**src/rtl/trigger_pkg.sv**
```systemverilog
// rtl/trigger_pkg.sv - shared sizes, event record and readout states for the trigger scheduler
package trigger_pkg;

  localparam int CNT_WIDTH      = 24;
  localparam int N_CH           = 4;
  localparam int CH_W           = 2;
  localparam int FIFO_DEPTH     = 4;
  localparam int OUT_WORD_WIDTH = 1 + CH_W + CNT_WIDTH;
  localparam int FCNT_W         = $clog2(FIFO_DEPTH) + 1;

  typedef struct packed {
    logic            ovf;
    logic [CH_W-1:0] ch;
    logic [CNT_WIDTH-1:0] ts;
  } evt_t;

  typedef enum logic {
    ST_IDLE,
    ST_SHIFT
  } rd_state_t;

endpackage

```
**src/rtl/evt_fifo.sv**
```systemverilog
// rtl/evt_fifo.sv - synchronous event FIFO with registered count/empty/full
module evt_fifo
  import trigger_pkg::*;
#(
  parameter int DEPTH = FIFO_DEPTH,
  parameter int CW    = $clog2(DEPTH) + 1
) (
  input  logic          clk,
  input  logic          rst_n,
  input  logic          push,
  input  evt_t          wdata,
  input  logic          pop,
  output evt_t          rdata,
  output logic [CW-1:0] count,
  output logic          empty,
  output logic          full
);

  localparam int AW = $clog2(DEPTH);

  evt_t          mem [DEPTH];
  logic [AW-1:0] wr_ptr;
  logic [AW-1:0] rd_ptr;
  logic          do_push;
  logic          do_pop;
  logic [CW-1:0] count_nxt;

  // A full FIFO still takes a push when the head leaves in the same cycle.
  assign do_pop  = pop && !empty;
  assign do_push = push && (!full || do_pop);
  assign rdata   = mem[rd_ptr];

  always_comb begin
    count_nxt = count;
    if (do_push && !do_pop) begin
      count_nxt = count + CW'(1);
    end else if (do_pop && !do_push) begin
      count_nxt = count - CW'(1);
    end
  end

  always_ff @(posedge clk) begin
    if (do_push) begin
      mem[wr_ptr] <= wdata;
    end
  end

  always_ff @(posedge clk or negedge rst_n) begin
    if (!rst_n) begin
      wr_ptr <= '0;
      rd_ptr <= '0;
      count  <= '0;
      empty  <= 1'b1;
      full   <= 1'b0;
    end else begin
      if (do_push) begin
        wr_ptr <= wr_ptr + AW'(1);
      end
      if (do_pop) begin
        rd_ptr <= rd_ptr + AW'(1);
      end
      count <= count_nxt;
      empty <= (count_nxt == '0);
      full  <= (count_nxt == CW'(DEPTH));
    end
  end

endmodule

```
**src/rtl/trigger_readout_sched.sv**
```systemverilog
// rtl/trigger_readout_sched.sv - trigger edge stamping, round-robin arbitration and serial readout
module trigger_readout_sched
  import trigger_pkg::*;
(
  input  logic                 clk,
  input  logic                 rst_n,
  input  logic [CNT_WIDTH-1:0] cnt,
  input  logic [N_CH-1:0]      trigg,
  input  logic                 dat_ena,
  input  logic                 dat_clk,
  output logic                 dat_rdy,
  output logic                 dat_out,
  output logic                 ovf
);

  logic [N_CH-1:0]      prev_trigg;
  logic [N_CH-1:0]      rise;
  logic [N_CH-1:0]      pend_vld;
  logic [N_CH-1:0]      ovf_pend;
  logic [N_CH-1:0]      gnt_oh;
  logic [CNT_WIDTH-1:0] pend_ts [N_CH];
  logic [CH_W-1:0]      rr;
  logic [CH_W-1:0]      gnt_idx;
  logic [CH_W-1:0]      srch_idx;
  logic                 gnt_any;
  logic                 grant;

  evt_t                 fifo_wdata;
  evt_t                 fifo_head;
  logic [FCNT_W-1:0]    fifo_count;
  logic                 fifo_empty;
  logic                 fifo_full;

  rd_state_t            state;
  logic                 prev_ena;
  logic                 prev_dclk;
  logic                 loaded;
  logic                 pop;
  logic                 ena_rise;
  logic                 ena_fall;
  logic                 dclk_fall;
  logic [OUT_WORD_WIDTH-1:0] shreg;

  assign rise      = trigg & ~prev_trigg;
  assign ena_rise  = dat_ena && !prev_ena;
  assign ena_fall  = !dat_ena && prev_ena;
  assign dclk_fall = !dat_clk && prev_dclk;
  assign pop       = (state == ST_SHIFT) && ena_fall && loaded;

  always_comb begin
    gnt_any  = 1'b0;
    gnt_idx  = '0;
    srch_idx = '0;
    for (int k = 0; k < N_CH; k++) begin
      srch_idx = rr + CH_W'(k);
      if (!gnt_any && pend_vld[srch_idx]) begin
        gnt_any = 1'b1;
        gnt_idx = srch_idx;
      end
    end
    grant  = gnt_any && (!fifo_full || pop);
    gnt_oh = '0;
    if (grant) begin
      gnt_oh[gnt_idx] = 1'b1;
    end
  end

  assign fifo_wdata = evt_t'{ovf: ovf_pend[gnt_idx], ch: gnt_idx, ts: pend_ts[gnt_idx]};

  evt_fifo #(.DEPTH(FIFO_DEPTH)) u_fifo (
    .clk   (clk),
    .rst_n (rst_n),
    .push  (grant),
    .wdata (fifo_wdata),
    .pop   (pop),
    .rdata (fifo_head),
    .count (fifo_count),
    .empty (fifo_empty),
    .full  (fifo_full)
  );

  // A slot drained this cycle is free again, so a coincident edge refills it cleanly.
  always_ff @(posedge clk or negedge rst_n) begin
    if (!rst_n) begin
      prev_trigg <= '0;
      pend_vld   <= '0;
      ovf_pend   <= '0;
      rr         <= '0;
      ovf        <= 1'b0;
      for (int i = 0; i < N_CH; i++) begin
        pend_ts[i] <= '0;
      end
    end else begin
      prev_trigg <= trigg;
      if (grant) begin
        rr <= gnt_idx + CH_W'(1);
      end
      if (|(rise & pend_vld & ~gnt_oh)) begin
        ovf <= 1'b1;
      end
      for (int i = 0; i < N_CH; i++) begin
        if (rise[i] && (!pend_vld[i] || gnt_oh[i])) begin
          pend_vld[i] <= 1'b1;
          pend_ts[i]  <= cnt;
          ovf_pend[i] <= 1'b0;
        end else if (rise[i]) begin
          ovf_pend[i] <= 1'b1;
        end else if (gnt_oh[i]) begin
          pend_vld[i] <= 1'b0;
          ovf_pend[i] <= 1'b0;
        end
      end
    end
  end

  always_ff @(posedge clk or negedge rst_n) begin
    if (!rst_n) begin
      state     <= ST_IDLE;
      prev_ena  <= 1'b0;
      prev_dclk <= 1'b0;
      loaded    <= 1'b0;
      shreg     <= '0;
    end else begin
      prev_ena  <= dat_ena;
      prev_dclk <= dat_clk;
      case (state)
        ST_IDLE: begin
          if (ena_rise) begin
            shreg  <= (fifo_count != '0) ? fifo_head : '0;
            loaded <= (fifo_count != '0);
            state  <= ST_SHIFT;
          end
        end
        ST_SHIFT: begin
          // Frame end wins over a coincident dat_clk edge; the head leaves only now.
          if (ena_fall) begin
            shreg  <= '0;
            loaded <= 1'b0;
            state  <= ST_IDLE;
          end else if (dclk_fall) begin
            shreg <= {shreg[OUT_WORD_WIDTH-2:0], 1'b0};
          end
        end
        default: state <= ST_IDLE;
      endcase
    end
  end

  assign dat_out = shreg[OUT_WORD_WIDTH-1];
  assign dat_rdy = !fifo_empty;

endmodule

```
**config.mk**
```make
export PLATFORM = sky130hd
export DESIGN_NAME = trigger_readout_sched
export DESIGN_NICKNAME = d
export VERILOG_FILES = /design/src/rtl/trigger_pkg.sv /design/src/rtl/evt_fifo.sv /design/src/rtl/trigger_readout_sched.sv
export SDC_FILE = /design/constraint.sdc
export NUM_CORES = 1
export LEC_CHECK = 0
export ABC_AREA = 1
export CORE_AREA = 8 8 147 149
export DETAILED_ROUTE_END_ITERATION = 6
export DIE_AREA = 0 0 155 157
export PLACE_DENSITY_LB_ADDON = 0.2
export RECOVER_POWER = 100
export SLEW_MARGIN = 20
export SYNTH_ARGS = -nofsm -noshare
export SYNTH_HDL_FRONTEND = slang
export SYNTH_HIERARCHICAL = 1
export SYNTH_SLANG_ARGS = --single-unit
```
**constraint.sdc**
```tcl
create_clock -name clk -period 3.81 [get_ports clk]
set_input_delay 1.143 -clock clk [delete_from_list [all_inputs] [get_ports clk]]
set_output_delay 1.143 -clock clk [all_outputs]
set_load 0.1 [all_outputs]
```
==> results.md, run 1 <==
- The run finished, with violations left.
- The final reports fail on capacitance limit, slew limit.
- The maximum operating frequency is 0.297 GHz.
- Once the floorplan was initialized, standard cells occupied 60.4% of the core.
- The number of nets handed over by synthesis was 1243.
- The count of buffering cells on the critical path with inverters included is 4.
- STA classifies the critical path startpoint as a primary input.
- The number of library cell types mapped by synthesis is 39.
- The pre-antenna-repair detailed-routing pass consisted of 4 iterations.
- The die footprint is 24300 µm².
- Setup repair after global routing left no endpoint under its margin.
- The number of synthesized flops with an enable pin is 108.
- Post-CTS timing repair inserted 0 buffers for setup.
- The final critical-path required period is 3.37 ns.
- The count of inserted antenna diode cells is 0.
- The critical-path cell with the highest stage delay is sky130_fd_sc_hd__clkbuf_2.
- Clock-pin slew was measured on the worst setup and hold paths at 0.06 ns.
- The final layout contains routed wiring with a total length of 25800 µm.
- In this run, the number of DRC markers left after iteration 0 of detailed routing was 516.
- The master cell of the clock root buffer is sky130_fd_sc_hd__clkbuf_16.
- The total track usage is 21.5%.
- At the pin with the least slew margin, the transition time is 1.66 ns.
- The post-synthesis to final-layout area growth is 10.7%.
- The top cell types in the final layout, fill and taps aside, are sky130_fd_sc_hd__nand2_1, sky130_fd_sc_hd__dfrtp_1, sky130_fd_sc_hd__nand3_1, sky130_fd_sc_hd__o21ai_0, sky130_fd_sc_hd__nor2_1.
- Clock latency on the worst-skew pair, taken at its later pin, is 0.54 ns.
- Summed over all failing endpoints, the final setup total negative slack is 0 ns.
- Buffers inserted during clock tree synthesis total 27.
- The instance count of the mapped netlist is 1205.
- TritonCTS built the clock tree.
- The maximum level of the CTS H-tree is 1.
- The fraction of the cycle the final worst path needs is 88.4%.
- The setup check on the worst reg-to-reg path leaves a slack of 0.49 ns.
- The mapped cell area is 11600 µm².
- In the final layout, the share of cells above drive strength 1 is 9.81%.
- The count of synthesis-stage warnings from yosys is 6.
- The cell type with the largest total area after synthesis is sky130_fd_sc_hd__dfrtp_1.
- Setup violations remaining at the end of the flow were counted as 0.
- By area the synthesized netlist is led by sky130_fd_sc_hd__dfrtp_1, sky130_fd_sc_hd__edfxtp_1, sky130_fd_sc_hd__nand2_1.
- 35 I/O pins were placed.
- In this design, the stage delay of the slowest critical-path cell is 0.63 ns.
- Dividing the detail-routed wire length by the instance count gives 17.1 µm.
- The critical register-to-register path endpoint is u_fifo/mem[2][15].
- The maximum fanout encountered on the critical timing path is 27.
- The worst hold path terminates at pend_ts[91].
- For this design, the sink count on the clock tree is 259.
- Across the run, the number of max-cap violations was 1.
- The DRC violations left is 0.
- The floorplan has 51 rows.
- The number of synthesized register bits is 259.
- The number of endpoints with negative hold slack in the final report came to 0.
- In this run the horizontal extent of the chip is 155 µm.
- The routed layout has 8372 vias.
- The number of max-slew violations in the final report is 62.
- In the routed layout, each cell is associated on average with a via count of 5.55.
- The net total in the final layout is 1261.
- Of all flip-flops after synthesis, the portion carrying an async set or reset was 58.3%.
- The worst hold path startpoint is pend_ts[91].
- From bottom edge to top edge, the die measures 157 µm.
- Data on the critical path arrives at its endpoint at 3.52 ns.
- Data on the critical path is required at its endpoint by 3.96 ns.
- The number of input and output port buffers inserted is 34.
- The reg-to-reg critical path startpoint is rr[0].
- In this run the remaining antenna-violating nets after routing total 0.
- The first global-routing pass estimated 42200 µm of wire.
- The worst hold path passes through 2 cells.
- The number of hold buffers added after CTS is 0.
- In this run the standard cell core region covers 19200 µm².
- The kind of end point of the critical path is a register.
- The class of the most critical setup path is primary input to register.
- The congestion estimate from routability-driven global placement came to 0.776.
- After global routing the overflow that remains totals 0.
- The type of the worst min-delay path is register to register.
- Leaving out fill and tap cells, the most frequent cell in the layout is sky130_fd_sc_hd__nand2_1.
- Entering global routing, the biggest net connects 63 pins.
- The critical path goes through dlygate4sd3_1 -> inv_1 -> nand2_1 -> o31ai_1 -> nand2_1 -> inv_1 -> o21ai_2 -> nor2_2 -> clkbuf_2.
- The maximum clock skew at final layout is 0.0233 ns.
- The largest buffer count on any clock path is 3.
- Measured against its own limit, the worst slew margin works out to -10.8%.
- The via count of the first global-routing pass is 8176.
- The part of the Yosys area used for sequential elements is 60.6%.
- The HPWL after detailed placement is 15800 µm.
- In this run the biggest area consumer among cell types represents 32.4% of the synthesized area.
- The top cell family by delay on the critical path is buffers and inverters.
- The cell count of the worst reg-to-reg path is 11.
- Gates resized during post-CTS repair numbered 0.
- In the synthesized netlist the dominant register cell turns out to be sky130_fd_sc_hd__dfrtp_1.
- The number of antenna violations at the first check in global routing is 0.
- At the end of the flow the core is filled with cells to 66.8%.
- The average footprint of a synthesized cell is 9.62 µm².
[routing by layer]
layer | part of all wire, % | vias up | track usage [%]
met2 | 48 | 182 | 36.0
met4 | 1.8 | 0 | 5.18
li1 | - | 4084 | -
met1 | 46 | 4073 | 29.3
met5 | 0 | - | 0
met3 | 4.4 | 33 | 2.66
[state kept, by name, summed over array words and instances, names as in the netlist]
register       flops
u_fifo/mem       108
ovf                1
prev_dclk          1
u_fifo/rd_ptr      2
rr                 2
u_fifo/wr_ptr      2
pend_vld           4
prev_ena           1
u_fifo/empty       1
pend_ts           96
u_fifo/full        1
u_fifo/count       3
state              1
shreg             27
prev_trigg         4
loaded             1
ovf_pend           4
[stage by stage]
step / instances / instance area [µm²] / worst slack, ns / hold slack [ns]
global placement: 1459 / 12100 / 0.501 / 0.448
finish: 1509 / 12800 / 0.441 / 0.465
floorplan: 1205 / 11600 / 0.0873 / 0.437
CTS: 1509 / 13000 / 0.533 / 0.468
detailed placement: 1459 / 12100 / 0.351 / 0.453
global route: 1509 / 12800 / 0.269 / 0.479
[cells in the mapped netlist (10+ instances only)]
library cell / instances
sky130_fd_sc_hd__a21oi_1: 41
sky130_fd_sc_hd__a31oi_1: 19
sky130_fd_sc_hd__buf_2: 23
sky130_fd_sc_hd__buf_4: 10
sky130_fd_sc_hd__clkbuf_1: 23
sky130_fd_sc_hd__dfrtp_1: 150
sky130_fd_sc_hd__edfxtp_1: 108
sky130_fd_sc_hd__inv_1: 57
sky130_fd_sc_hd__inv_2: 10
sky130_fd_sc_hd__nand2_1: 260
sky130_fd_sc_hd__nand2_2: 34
sky130_fd_sc_hd__nand2_4: 11
sky130_fd_sc_hd__nand3_1: 124
sky130_fd_sc_hd__nor2_1: 123
sky130_fd_sc_hd__o21ai_0: 100
sky130_fd_sc_hd__o21ai_1: 34
sky130_fd_sc_hd__o22ai_1: 27
[kinds of logic after synthesis]
group,count (synthesis),synth area share [%]
AOI/OAI and AO/OA,226,10.4
xor gates and xnor gates,5,0.378
adders and majority gates,6,0.647
buffers and inverters,137,5.77
DFF,259,60.6
and+or+nand+nor,572,22.3
[worst max path at each step]
stage | start | endpoint | slack, ns | cells past startpoint
after CTS | u_fifo/empty | dat_rdy | 0.53 | 2
after floorplan | dat_ena | u_fifo/mem[0][0] | 0.09 | 8
final | dat_ena | u_fifo/mem[2][9] | 0.44 | 9
after global routing | rr[0] | u_fifo/mem[0][15] | 0.27 | 11
after global placement | dat_ena | u_fifo/mem[3][5] | 0.50 | 9
after detailed placement | dat_ena | u_fifo/mem[1][6] | 0.35 | 9
[worst min-delay path: cells and delay by family (launching register included)]
family	cells	cell delay (ns)
simple gates	2	0.09
flops	1	0.34
[area by class of cell]
class | count | area, µm²
clock buffers | 34 | 712
clock inverters | 16 | 155
multi-input cells | 809 | 3840
well taps | 265 | 332
repair buffers | 57 | 510
inverters | 69 | 263
fillers | 1574 | 6370
flip-flops and latches | 259 | 7020
Power of run 1 is not shown: default switching activity piles up to over one toggle a cycle in this logic, so the estimate is an artifact.
==> inputs of run 2 (changes only) <==
--- a/config.mk
+++ b/config.mk
@@ -6,9 +6,9 @@
 export NUM_CORES = 1
 export LEC_CHECK = 0
 export ABC_AREA = 1
-export CORE_AREA = 8 8 147 149
+export CORE_AREA = 2 2 141 143
 export DETAILED_ROUTE_END_ITERATION = 6
-export DIE_AREA = 0 0 155 157
+export DIE_AREA = 0 0 143 145
 export PLACE_DENSITY_LB_ADDON = 0.2
 export RECOVER_POWER = 100
 export SLEW_MARGIN = 20
==> run 2 against run 1 <==
The run still ends with capacitance limit, slew limit left; register-to-register slack is essentially flat; critical path depth grew 1; routed wire length shrank 2.1%; setup slack gained 0.026 ns; die area shrank 15%.
==> results.md, run 2 (synthesis results as in run 1) <==
- The maximum clock skew at final layout is 0.0180 ns (was 0.0233 ns).
- The HPWL after detailed placement is 15200 µm (was 15800 µm).
- The actual slew at the worst max-slew pin is 1.98 ns (was 1.66 ns).
- The placeable core region is 19200 µm² (unchanged).
- The number of max-slew violations in the final report is 77 (was 62).
- The largest buffer count on any clock path is 3 (unchanged).
- The headroom to the max-slew limit is -32.2% (was -10.8%).
- The total vias in the final route is 8425 (was 8372).
- The final critical-path required period was 3.34 ns (was 3.37 ns).
- The type of the worst min-delay path is register to register (unchanged).
- The initial detailed-routing violation count is 688 (was 516).
- Top Registers: u_fifo/mem x108, pend_ts x96, shreg x27 (unchanged).
- The number of clock sinks is 259 (unchanged).
- The post-route worst setup slack is 0.468 ns (was 0.441 ns).
- The register area is 7020 µm² (unchanged).
- The fill cell total of the finished layout is 1550 (was 1574).
- The post-synthesis to final-layout area growth was 10.7% (about the same).
- The count of max-cap constraint violations was 1 (unchanged).
- The number of antenna violations at the first check in global routing came to 0 (unchanged).
- The master cell of the clock root buffer is sky130_fd_sc_hd__clkbuf_16 (unchanged).
- The count of inserted antenna diode cells is 0 (unchanged).
- The total setup violations reported at the end of the flow was 0 (unchanged).
- Unrepaired setup endpoints after global routing: false (unchanged).
- The clock tree from TritonCTS was built (unchanged).
- The arrival time at the worst endpoint is 3.52 ns (about the same).
- The layout cell share with drive strength beyond 1 was 9.41% (was 9.81%).
- The weighted congestion reported at the end of routability-driven placement is 0.811 (was 0.776).
- The top register by number of flip-flops is u_fifo/mem (unchanged).
- The clock network latency to the later pin of the worst-skew pair was 0.54 ns (about the same).
- The type of origin of the critical path is a primary input (unchanged).
- The DRC violations left is 0 (unchanged).
- The net total in the final layout came to 1261 (unchanged).
- The maximum operating frequency came to 0.299 GHz (was 0.297 GHz).
- The average wire length per cell after detail routing is 16.7 µm (was 17.1 µm).
- The required time reported for the critical path endpoint is 3.99 ns (was 3.96 ns).
- The maximum number of pins on one net before global-route repair is 78 (was 63).
- The utilization of the core after routing is 66.8% (about the same).
- The number of flip-flops in the largest register came to 108 (unchanged).
- The detailed-route vias per instance is 5.58 (was 5.55).
- The via count of the first global-routing pass was 8109 (was 8176).
- The die footprint is 20700 µm² (was 24300 µm²).
- The kind of end point of the critical path is a register (unchanged).
- The clock transition at the registers of the reported paths was 0.06 ns (about the same).
- The standard-cell row count was 51 (unchanged).
- The class of the most critical setup path is primary input to register (unchanged).
- The vertical die dimension is 145 µm (was 157 µm).
- The final-layout setup total negative slack is 0 ns (unchanged).
- Commonest cells after routing, fill and taps aside: sky130_fd_sc_hd__nand2_1, sky130_fd_sc_hd__dfrtp_1, sky130_fd_sc_hd__nand3_1, sky130_fd_sc_hd__o21ai_0, sky130_fd_sc_hd__nor2_1 (unchanged).
- The worst slack at placement came to 0.457 ns (was 0.351 ns).
- Outcome: finished with violations (unchanged).
- The final antenna-violating net count is 0 (unchanged).
- The detailed-routing iteration count for the pre-antenna-repair pass is 5 (was 4).
- The global-route wire length before repair is 41400 µm (was 42200 µm).
- The number of input and output port buffers inserted came to 34 (unchanged).
- The total wirelength of the detailed-routed design is 25300 µm (was 25800 µm).
- The peak-usage layer in the global routing report was met2 (unchanged).
- The met1 routing resource usage after global routing came to 36.9% (was 29.3%).
- The number of hold buffers added after CTS is 0 (unchanged).
- The leftover overflow at the end of global routing is 0 (unchanged).
- The worst hold slack is 0.465 ns (about the same).
- The total of cells resized after clock tree synthesis is 0 (unchanged).
- The fraction of the cycle the final worst path needs is 87.7% (was 88.4%).
- Failing checks: capacitance limit, slew limit (unchanged).
- The starting utilization of the core area is 60.4% (unchanged).
- The global routing usage on met2 was 39.3% (was 36.0%).
- The most common cell after layout, fill and taps aside is sky130_fd_sc_hd__nand2_1 (unchanged).
- The maximum level of the CTS H-tree was 1 (unchanged).
- The number of top-level design ports is 35 (unchanged).
- The TritonCTS buffer count was 27 (unchanged).
- The total track usage came to 24.9% (was 21.5%).
- The met3 routing resource usage after global routing is 3.07% (was 2.66%).
- The buffer count from post-CTS setup fixing is 0 (unchanged).
- The area used by multi-input combinational logic came to 3840 µm² (about the same).
- The maximum fanout encountered on the critical timing path is 27 (unchanged).
- The die width was 143 µm (was 155 µm).
- The number of endpoints with negative hold slack in the final report came to 0 (unchanged).
[run 2: path summary, 6_finish.rpt]
path	to	depth (start not counted)	startpoint	slack, ns
setup / recovery	u_fifo/mem[1][8]	10	dat_ena	0.47
max in group asynchronous	pend_ts[73]	2	rst_n	0.85
hold / removal	pend_ts[43]	2	pend_ts[43]	0.47
min in group asynchronous	u_fifo/count[2]	1	rst_n	1.18
hold reg to reg	pend_ts[43]	2	pend_ts[43]	0.47
setup reg to reg	u_fifo/mem[3][7]	11	rr[0]	0.50
[run 2: area by class of cell]
cell class / count / share of cell area, %
sequential: 259 / 54.7
multi-input combinational: 809 / 29.9
clock buffer: 34 / 5.55
timing repair buffer: 57 / 4.15
tap: 265 / 2.58
inverter: 69 / 2.05
clock inverter: 16 / 1.04
[run 2: stage by stage]
step / area [µm²] / cells
after detailed placement: 12100 / 1459
after global placement: 12100 / 1459
final: 12800 / 1509
after global routing: 12800 / 1509
after CTS: 13000 / 1509
after floorplan: 11600 / 1205
[run 2: critical path: stages]
cell,delay [ns]
sky130_fd_sc_hd__dlygate4sd3_1,0.55
sky130_fd_sc_hd__inv_1,0.07
sky130_fd_sc_hd__nand2_1,0.06
sky130_fd_sc_hd__clkbuf_1,0.40
sky130_fd_sc_hd__nor3_1,0.38
sky130_fd_sc_hd__inv_2,0.05
sky130_fd_sc_hd__nor2_1,0.20
sky130_fd_sc_hd__o21ai_2,0.16
sky130_fd_sc_hd__nor2_2,0.11
sky130_fd_sc_hd__buf_4,0.37
[run 2: metal layers]
metal / part of all wire (%) / wire length [µm] / up-vias
met4: 2.2 / 560 / 0
li1: - / - / 4088
met5: 0 / 0 / -
met3: 5.8 / 1460 / 48
met2: 47 / 11800 / 272
met1: 45 / 11500 / 4017
Power of run 2 is left out for the same reason.
